--- src/rtl/ccff_loader.sv ---
// Configuration-chain loader: shifts a sentinel then CHAIN_LEN bitstream bits
// into the fabric chain, and checks that the sentinel emerges at ccff_tail.
module ccff_loader #(
  parameter int          CHAIN_LEN = 64,
  parameter int          SENT_LEN  = 8,
  parameter logic [31:0] SENTINEL  = 32'h000000A5
) (
  input  logic clk,
  input  logic reset,
  input  logic start,
  input  logic cfg_bit,
  input  logic cfg_valid,
  output logic cfg_ready,
  output logic ccff_head,
  output logic prog_en,
  input  logic ccff_tail,
  output logic fabric_reset,
  output logic busy,
  output logic done,
  output logic error
);

  localparam int TOTAL = CHAIN_LEN + SENT_LEN;
  localparam int CW    = $clog2(TOTAL + 1);

  typedef enum logic [2:0] {
    S_IDLE,
    S_SENT,
    S_LOAD,
    S_DONE,
    S_ERR
  } state_t;

  state_t        r_state;
  logic [CW-1:0] r_n;
  logic          r_mismatch;
  logic          r_busy;
  logic          r_done;
  logic          r_error;
  logic          r_fabric_reset;

  logic [31:0] w_n32;
  logic [4:0]  w_sent_idx;
  logic [4:0]  w_chk_idx;
  logic        w_in_window;
  logic        w_exp_tail;
  logic        w_tail_bad;
  logic        w_last_sent;
  logic        w_last_load;

  assign w_n32       = 32'(r_n);
  assign w_sent_idx  = 5'(r_n);
  assign w_chk_idx   = 5'(w_n32 - 32'(CHAIN_LEN));
  assign w_in_window = (w_n32 >= 32'(CHAIN_LEN)) && (w_n32 < 32'(TOTAL));
  assign w_exp_tail  = SENTINEL[w_chk_idx];
  // Case inequality so an X on the tail (open chain) counts as a mismatch.
  assign w_tail_bad  = prog_en && w_in_window && (ccff_tail !== w_exp_tail);
  assign w_last_sent = (r_n == CW'(SENT_LEN - 1));
  assign w_last_load = (r_n == CW'(TOTAL - 1));

  // NOTE: every output of this block gets a default before the case, so no
  // state leaves one unassigned and no latch is inferred.
  always_comb begin
    prog_en   = 1'b0;
    cfg_ready = 1'b0;
    ccff_head = 1'b0;
    case (r_state)
      S_SENT: begin
        prog_en   = 1'b1;
        ccff_head = SENTINEL[w_sent_idx];
      end
      S_LOAD: begin
        cfg_ready = 1'b1;
        prog_en   = cfg_valid;
        ccff_head = cfg_bit;
      end
      default: ;
    endcase
  end

  // NOTE: all state here uses non-blocking assignments so every register
  // samples pre-edge values, regardless of statement order.
  always_ff @(posedge clk) begin
    if (reset) begin
      r_state        <= S_IDLE;
      r_n            <= '0;
      r_mismatch     <= 1'b0;
      r_busy         <= 1'b0;
      r_done         <= 1'b0;
      r_error        <= 1'b0;
      r_fabric_reset <= 1'b1;
    end else begin
      if (prog_en)    r_n        <= r_n + CW'(1);
      if (w_tail_bad) r_mismatch <= 1'b1;
      case (r_state)
        S_IDLE: if (start) begin
          r_state    <= S_SENT;
          r_n        <= '0;
          r_mismatch <= 1'b0;
          r_busy     <= 1'b1;
        end
        S_SENT: if (w_last_sent) r_state <= S_LOAD;
        S_LOAD: if (prog_en && w_last_load) begin
          r_busy <= 1'b0;
          // The final shift's own comparison is folded in here.
          if (r_mismatch || w_tail_bad) begin
            r_state <= S_ERR;
            r_error <= 1'b1;
          end else begin
            r_state        <= S_DONE;
            r_done         <= 1'b1;
            r_fabric_reset <= 1'b0;
          end
        end
        default: ;
      endcase
    end
  end

  assign busy         = r_busy;
  assign done         = r_done;
  assign error        = r_error;
  assign fabric_reset = r_fabric_reset;

endmodule

--- config.mk ---
export PLATFORM = sky130hd
export DESIGN_NAME = ccff_loader
export DESIGN_NICKNAME = d
export VERILOG_FILES = /design/src/rtl/ccff_loader.sv
export SDC_FILE = /design/constraint.sdc
export NUM_CORES = 1
export LEC_CHECK = 0
export BUFFER_PORTS_ARGS = -buffer_cell sky130_fd_sc_hd__buf_2
export CAP_MARGIN = 20
export CORE_MARGIN = 1.5
export CORE_UTILIZATION = 50
export CTS_CLUSTER_SIZE = 10
export DETAILED_ROUTE_END_ITERATION = 10
export HOLD_SLACK_MARGIN = 0.15
export PLACE_DENSITY = 0.71
export SETUP_SLACK_MARGIN = 0.15
export SLEW_MARGIN = 20
export SYNTH_ARGS = -nofsm -noshare
export SYNTH_HDL_FRONTEND = slang
export SYNTH_SLANG_ARGS = --single-unit
--- constraint.sdc ---
create_clock -name clk -period 5.2 [get_ports clk]
set_clock_uncertainty 0.05 [all_clocks]
set_input_delay 1.04 -clock clk [delete_from_list [all_inputs] [get_ports clk]]
set_output_delay 1.04 -clock clk [all_outputs]
set_load 0.02 [all_outputs]
==> results.json, run 1 <==
{
  "postSynthCellCount": 107,
  "cp-start-kind": "input pin",
  "status": "finished, final reports clean",
  "core_region_area_mm2": 0.00173,
  "r2r_slack_ns": 3.04,
  "n_antenna_cell": 0,
  "yosysUniqueCellTypes": 36,
  "ctsHoldBuffers": 0,
  "crit_required_ns": 4.11,
  "drtPass1Iterations": 4,
  "setup_slack_ns": 2.08,
  "io_buffers": 12,
  "setup_tns_ns": 0,
  "rows": 15,
  "peakVddDrop_v": 0.000195,
  "post-dp-hpwl_um": 1170,
  "cts-root-buf": "clkbuf_4",
  "cp-end-kind": "output pin",
  "cts_setup_buffers": 0,
  "synth_commonest_cells": "dfxtp_1, nor2_1, inv_1",
  "fmax_mhz": 320,
  "cp_num_buf_inv": 2,
  "grt_pass1_vias": 647,
  "dpl_worst_slack_ns": 2.08,
  "drt-initial-drc-count": 14,
  "layout.cells.non_filler": 141,
  "yosys_warnings": 0,
  "clk_latency_ns": 0.29,
  "grt_pass1_wl_um": 2850,
  "drc_errors": 0,
  "path_delay_family": "simple AND/OR/NAND/NOR gates",
  "area_growth_syn_to_layout_pct": 8.05,
  "cap_violations": 0,
  "pin_count": 13,
  "clockBufferDepth": 2,
  "async_flop_share_pct": 0,
  "cts_inserted_buffers": 3,
  "num_vias": 743,
  "dpl.cell_count": 137,
  "die_y_um": 45.8,
  "grt-ovfl-total": 0,
  "rsz0062_at_grt": "false",
  "fill_cells": 169,
  "hold_path.class": "flop to flop",
  "gp_congestion": 0.751,
  "power_density_mw_per_mm2": 237,
  "fin_crit_sh_pct": 60.1,
  "hold_viol": 0,
  "maxSlewViolCount": 0,
  "via_per_inst": 5.27,
  "crit_path_cell_trace": "buf_2, nand4bb_1, nand2_1, buf_2",
  "die_w_um": 45.8,
  "antenna_found_initial": 0,
  "worstMarginPinSlew_ns": 0.398,
  "cp.arrival_ns": 2.03,
  "fin_crit_ns": 3.12,
  "synth_seq_cells": 16,
  "seq_area_um2": 320,
  "crit_path_end": "prog_en",
  "nets": 125,
  "clock-sinks": 16,
  "power_uw": 235,
  "grt_max_degree": 11,
  "cts_tree": "built",
  "power_leakage_nw": 0.344,
  "cp_max_fo": 8,
  "yosys.area.top_type": "dfxtp_1",
  "yosys-top-cells-area": "dfxtp_1, xnor2_1, nor2_1",
  "r2r_start": "r_state[0]",
  "die-area_mm2": 0.00210,
  "avgSynthCellArea_um2": 8.57,
  "crit_type": "input pin to output pin",
  "rr_endpoint": "fabric_reset",
  "crit_start": "cfg_valid",
  "finalSetupViolCount": 0,
  "cts_resized": 0,
  "multiInputGateArea_um2": 509,
  "wire_per_inst_um": 11.9,
  "yosysTopAreaCellShare_pct": 34.9,
  "synth_edf_count": 0,
  "grt_use_total_pct": 18.9,
  "synth_area_um2": 917,
  "r2r_cells": 4,
  "fin_hold_ws_ns": 0.404,
  "clkTransAtPathRegs_ns": 0.10,
  "cp.depth": 4,
  "yosysSeqAreaShare_pct": 34.9,
  "cp_slowest_stage_delay_ns": 0.36,
  "wl_um": 1680,
  "ant_nets": 0,
  "maxSlewHeadroom_pct": 73.3,
  "final_layout_size_suffix_gt1_share_pct": 16.4,
  "initial_core_util_pct": 53.1,
  "crit_slowest_cell": "nand2_1",
  "synth-main-ff-cell": "dfxtp_1",
  "cts_htree_levels": 1,
  "syn-num-nets": 115,
  "cp_common_cell": "buf_2"
}
where the power goes:
group | switching, mW | internal [mW] | total, mW | leakage, nW
logic | 0.0130 | 0.0103 | 0.0233 | 0.193
registers | 0.00376 | 0.125 | 0.129 | 0.130
clock network | 0.0401 | 0.0427 | 0.0827 | 0.0210
total | 0.0569 | 0.178 | 0.235 | 0.344
worst register-to-register path, cell delays in order (launching register included):
cell and delay (ns):
dfxtp_1 0.50, or3b_1 0.54, a2111oi_4 0.40, or3b_1 0.40, a21o_1 0.18
metrics by stage:
step / area (um2) / utilization (%)
after global routing: 991 / 57.4
after CTS: 991 / 57.4
after detailed placement: 955 / 55.3
final: 991 / 57.4
after floorplan: 917 / -
after global placement: 955 / 55.3
worst min-delay path by stage:
stage              endpoint  cells past startpoint         start
2_1_floorplan    r_mismatch                      2    r_mismatch
3_3_place_gp   fabric_reset                      1  fabric_reset
3_5_place_dp           done                      2          done
4_1_cts                done                      2          done
5_1_grt               error                      2         error
6_report              error                      2         error
layer usage:
| layer | vias to the layer above | track usage (%) | share of wire (%) |
|---|---|---|---|
| li1 | 387 | - | - |
| met1 | 338 | 27.6 | 52 |
| met2 | 14 | 26.5 | 43 |
| met3 | 4 | 2.38 | 2.6 |
| met4 | 0 | 10.3 | 2.0 |
| met5 | - | 0 | 0 |
registers in the layout (all words and copies together) (netlist names):
| name | cells |
|---|---|
| busy | 1 |
| done | 1 |
| error | 1 |
| fabric_reset | 1 |
| r_mismatch | 1 |
| r_n | 7 |
| r_state | 3 |
| w_exp_tail | 1 |
layout make-up:
type | count | share of cell area [%]
Clock buffer | 4 | 3.66
Inverter | 9 | 3.41
Multi-Input combinational cell | 75 | 51.4
Sequential cell | 16 | 32.3
Tap cell | 25 | 3.16
Timing Repair Buffer | 12 | 6.06
cell usage in the layout, fill, tap and decap left out, drive strengths merged, types with 2 or more instances in the layout:
master  netlist  routed
nand3b        2       2
nor2         16      16
nand2b        2       2
ha            2       2
a21oi         6       6
inv           9       9
or3           2       2
o21ai         2       2
nand3         2       2
nand2         4       4
a211oi        6       6
or3b          3       3
buf           5      12
clkbuf        2       4
xnor2         8       8
dfxtp        16      16
nor3          3       3
cells by family after synthesis:
kind of cell	share of synthesized area, %
AND/OR/NAND/NOR	24.3
multiplexers	2.32
buffers and inverters	9.55
adder cells (fa/ha/maj)	2.73
AO/OA/AOI/OAI	18.6
XOR/XNOR	7.64
flip-flops	34.9
(Power assumes the default switching activity.)
==> inputs of run 2 (changes only) <==
- CORE_UTILIZATION: 50 -> 49
- PLACE_DENSITY: 0.71 -> 0.73
- clock period: 5.2 -> 2.6 ns (I/O delays scaled with it)
==> run 2 against run 1 <==
  * Sequential power rose by 100%
  * First-iteration DRC count is the same
  * Combinational power grew 100%
  * Total power rose by 87%
  * Register-to-register slack lost 2.6 ns
  * Hold slack about the same
  * Count of clock-buffer cells in the layout is 1 lower
  * Largest power group unchanged
==> results.json, run 2 (synthesis results as in run 1) <==
{
  "largest_reg_flops": 7,
  "whs_endpoint": "error",
  "ctsHoldBuffers": 0,
  "mostFrequentLayoutCells": "nor2_1, dfxtp_1, buf_2",
  "drtPass1Iterations": 4,
  "fmax_mhz": 433,
  "clk_latency_ns": 0.29,
  "initial_core_util_pct": 52.5,
  "r2r_start": "r_state[1]",
  "cts-root-buf": "clkbuf_4",
  "maxSlewViolCount": 0,
  "nets": 125,
  "rows": 15,
  "power_uw": 438,
  "status": "finished, final reports clean",
  "ant_nets": 0,
  "rsz0062_at_grt": "false",
  "crit_type": "flop to output pin",
  "area_growth_syn_to_layout_pct": 6.68,
  "cts_tree": "built",
  "path_delay_family": "simple AND/OR/NAND/NOR gates",
  "rr_endpoint": "fabric_reset",
  "cp_slowest_stage_delay_ns": 0.49,
  "antenna_found_initial": 0,
  "grt-ovfl-total": 0,
  "gp_congestion": 0.805,
  "crit_path_cell_trace": "nand4bb_1, nand2_1, buf_2",
  "setup_tns_ns": 0,
  "die-area_mm2": 0.00214,
  "power_density_mw_per_mm2": 448,
  "hold_path.class": "flop to flop",
  "peakVddDrop_v": 0.000295,
  "clockBufferDepth": 2,
  "cts_htree_levels": 1,
  "cp.depth": 3,
  "final_common_cell": "nor2_1",
  "crit_slowest_cell": "dfxtp_1",
  "die_w_um": 46.3,
  "min-delay-start": "error",
  "fin_crit_ns": 2.31,
  "n_antenna_cell": 0,
  "finalSetupViolCount": 0,
  "cts_inserted_buffers": 3,
  "r2r_cells": 4,
  "die_y_um": 46.3,
  "cp-start-kind": "flop",
  "cp-end-kind": "output pin",
  "largestRegisters": "r_n x7, r_state x3",
  "layout.cells.non_filler": 140,
  "drt-initial-drc-count": 14,
  "cp_max_fo": 9,
  "fill_cells": 171,
  "maxSlewHeadroom_pct": 73.7,
  "wl_um": 1640,
  "clkTransAtPathRegs_ns": 0.09,
  "drc_errors": 0,
  "post-dp-hpwl_um": 1190,
  "power_leakage_nw": 0.337,
  "cp.arrival_ns": 1.74,
  "pin_count": 13,
  "holdPathStages": 2,
  "via_per_inst": 5.24,
  "cap_violations": 0,
  "core_region_area_mm2": 0.00175,
  "grt_pass1_wl_um": 2810,
  "r2r_slack_ns": 0.48,
  "grt_pass1_vias": 655,
  "hold_viol": 0,
  "crit_required_ns": 2.03,
  "fin_crit_sh_pct": 88.9,
  "cp_num_buf_inv": 1,
  "seq_area_um2": 322,
  "wire_per_inst_um": 11.7,
  "io_buffers": 12,
  "final_layout_size_suffix_gt1_share_pct": 16.5,
  "worstMarginPinSlew_ns": 0.392,
  "grt_max_degree": 11,
  "clock-sinks": 16,
  "num_vias": 734,
  "largest-register": "r_n",
  "dpl.cell_count": 137,
  "grt_use_total_pct": 18.4,
  "multiInputGateArea_um2": 509
}
## run 2: changes by cell type in the layout (fill, tap and decap cells not counted)
cell,previous run,this run
dfxtp_2,0,1
clkbuf_8,1,0
dfxtp_1,16,15
## run 2: power breakdown
part / total [mW] / switching, mW / internal (mW)
sequential: 0.258 / 0.00774 / 0.250
clock: 0.133 / 0.0793 / 0.0539
combinational: 0.0468 / 0.0262 / 0.0206
total: 0.438 / 0.113 / 0.325
## run 2: how the worst max path moves through the flow
stage	endpoint	start
6_report	prog_en	r_state[1]
5_1_grt	prog_en	r_state[1]
4_1_cts	prog_en	r_state[0]
3_5_place_dp	fabric_reset	cfg_valid
3_3_place_gp	fabric_reset	cfg_valid
2_1_floorplan	w_exp_tail	r_state[2]
## run 2: per-stage QoR
stage / util (%) / worst slack [ns] / area [um2] / hold slack [ns]
3_3_place_gp: 54.7 / 0.457 / 955 / 0.381
3_5_place_dp: 54.7 / 0.428 / 955 / 0.387
4_1_cts: 56.0 / 0.240 / 977 / 0.409
6_report: 56.1 / 0.289 / 978 / 0.404
5_1_grt: 56.1 / 0.184 / 978 / 0.438
2_1_floorplan: - / 0.595 / 917 / 0.439
## run 2: tightest hold or removal path, cell delays in order, from the launching register on
cell,delay (ns)
dfxtp_1,0.32
inv_1,0.05
a21oi_1,0.05
## run 2: repair_timing
action / CTS / global route
hold endpoints to repair: 0 / 0
buffers inserted: 0 / 0
resized for setup: 0 / 1
setup endpoints to repair: 0 / 1
## run 2: area by class of cell
cell class	instances	area share, %
Clock buffer	3	2.30
Inverter	9	3.45
Multi-Input combinational cell	75	52.0
Tap cell	25	3.20
Timing Repair Buffer	12	6.14
Sequential cell	16	32.9
## run 2: layer usage
layer  track usage [%]  routed length (um)
met5                 0                   0
met4              6.86                  25
met3              4.71                  55
met2              29.4                 754
met1              23.7                 800
==> inputs of run 3 (changes only) <==
- CELL_PAD_IN_SITES_DETAIL_PLACEMENT: not set -> 1
- CELL_PAD_IN_SITES_GLOBAL_PLACEMENT: not set -> 2
- CORE_UTILIZATION: 49 -> 29
- PLACE_DENSITY: 0.73 -> not set
- PLACE_DENSITY_LB_ADDON: not set -> 0.1
==> run 3 against run 2 <==
  * Sequential cell count stayed put
  * Hold slack better by 0.011 ns
  * Utilization is 22 points lower
  * Via count is 2.5% higher
  * Cell area is 4.7% higher
  * Count of clock-buffer cells in the layout is 1 higher
  * Critical endpoint unchanged
  * Largest cell class unchanged
  * Largest power group unchanged
==> results.json, run 3 (synthesis results as in run 1) <==
{
  "post-dp-hpwl_um": 1540,
  "cts_htree_levels": 1,
  "p_int_uw": 356,
  "via_per_inst": 4.67,
  "grt_pass1_wl_um": 3570,
  "drc_errors": 0,
  "setup_tns_ns": 0,
  "maxSlewViolCount": 0,
  "seqPwrFrac_pct": 54.4,
  "grt_pass1_vias": 749,
  "power_switching_share_pct": 24.8,
  "maxSlewHeadroom_pct": 74.9,
  "cts_tree": "built",
  "gp_congestion": 0.721,
  "drtPass1Iterations": 5,
  "ctsHoldBuffers": 0,
  "cp.arrival_ns": 1.74,
  "power_leakage_nw": 0.348,
  "clock-sinks": 16,
  "p_sw_uw": 118,
  "clockBufferDepth": 2,
  "grt_use_total_pct": 13.5,
  "grt_max_degree": 11,
  "crit_type": "flop to output pin",
  "cts_resized": 0,
  "pwr-share-comb_pct": 10.1,
  "largestRegisters": "r_n x7, r_state x3",
  "clk_latency_ns": 0.29,
  "core_region_area_mm2": 0.00303,
  "wl_um": 2110,
  "wire_per_inst_um": 13.1,
  "worstMarginPinSlew_ns": 0.371,
  "pin_count": 13,
  "cts-root-buf": "clkbuf_4",
  "largest-register": "r_n",
  "initial_core_util_pct": 30.3,
  "cp-start-kind": "flop",
  "cap_violations": 0,
  "hold_viol": 0,
  "rsz0062_at_grt": "false",
  "io_buffers": 12,
  "crit_required_ns": 2.03,
  "num_vias": 752,
  "status": "finished, final reports clean",
  "ant_nets": 0,
  "final_layout_size_suffix_gt1_share_pct": 17.9,
  "cts_inserted_buffers": 3,
  "rows": 20,
  "n_antenna_cell": 0,
  "fin_crit_ns": 2.31,
  "grt-ovfl-total": 0,
  "fmax_mhz": 433,
  "mostFrequentLayoutCells": "nor2_1, dfxtp_1, buf_2",
  "die_w_um": 59.2,
  "finalSetupViolCount": 0,
  "power_uw": 474,
  "fin_crit_sh_pct": 88.8,
  "largest_reg_flops": 7,
  "cts_setup_buffers": 0,
  "pwr-share-clk_pct": 35.5,
  "drt-initial-drc-count": 26,
  "nets": 126,
  "antenna_found_initial": 0,
  "cp_max_fo": 10,
  "area_growth_syn_to_layout_pct": 11.7,
  "die-area_mm2": 0.00351,
  "die_y_um": 59.2,
  "cp-end-kind": "output pin",
  "peakVddDrop_v": 0.000157,
  "clkTransAtPathRegs_ns": 0.10,
  "hold_path.class": "flop to flop",
  "power_density_mw_per_mm2": 462
}
-- run 3: cell types whose count changed in the layout (fill, tap and decap cells not counted) --
cell	previous run	this run
buf_4	0	1
clkbuf_8	0	1
dfxtp_1	15	16
dfxtp_2	1	0
nand2_1	4	3
nand2_2	0	1
-- run 3: final timing paths --
check / from / end / slack (ns) / cells past startpoint
max: r_state[0] / prog_en / 0.29 / 3
min: error / error / 0.42 / 2
max reg2reg: r_state[0] / fabric_reset / 0.41 / 4
min reg2reg: error / error / 0.42 / 2
-- run 3: layout make-up --
type                       count  area [um2]
tap                           44        55.1
sequential                    16         320
clock buffer                   4        36.3
fill                         369        2000
multi-input combinational     75         512
timing repair buffer          13        67.6
inverter                       9        33.8
-- run 3: worst max-delay path, stage by stage (launching register included) --
cell and delay [ns]:
dfxtp_1 0.48, or3b_1 0.55, nand2_2 0.22, buf_2 0.19
-- run 3: through the flow --
step           worst slack, ns  hold WS [ns]  instances  util, %  area [um2]
2_1_floorplan            0.595         0.439        107        -         917
4_1_cts                  0.168         0.421        161     33.8        1020
5_1_grt                  0.175         0.439        161     33.8        1020
3_5_place_dp             0.442         0.390        157     32.6         986
6_report                 0.292         0.415        161     33.8        1020
3_3_place_gp             0.483         0.384        157     32.6         986
-- run 3: power groups by stage --
stage,Sequential (mW),Clock (mW),Combinational [mW]
after global routing,0.260,0.184,0.0531
after detailed placement,0.264,0,0.0483
final,0.258,0.168,0.0480
after CTS,0.258,0.174,0.0488
after global placement,0.264,0,0.0480
after floorplan,0.260,0,0.0397
-- run 3: layer usage --
metal / global-route usage [%] / part of all wire, % / routed length [um] / vias up
met5: 0 / 0 / 0 / -
met2: 20.7 / 43 / 910 / 14
li1: - / - / - / 387
met3: 2.62 / 2.9 / 62 / 4
met4: 4.87 / 1.3 / 28 / 0
met1: 18.8 / 53 / 1110 / 347
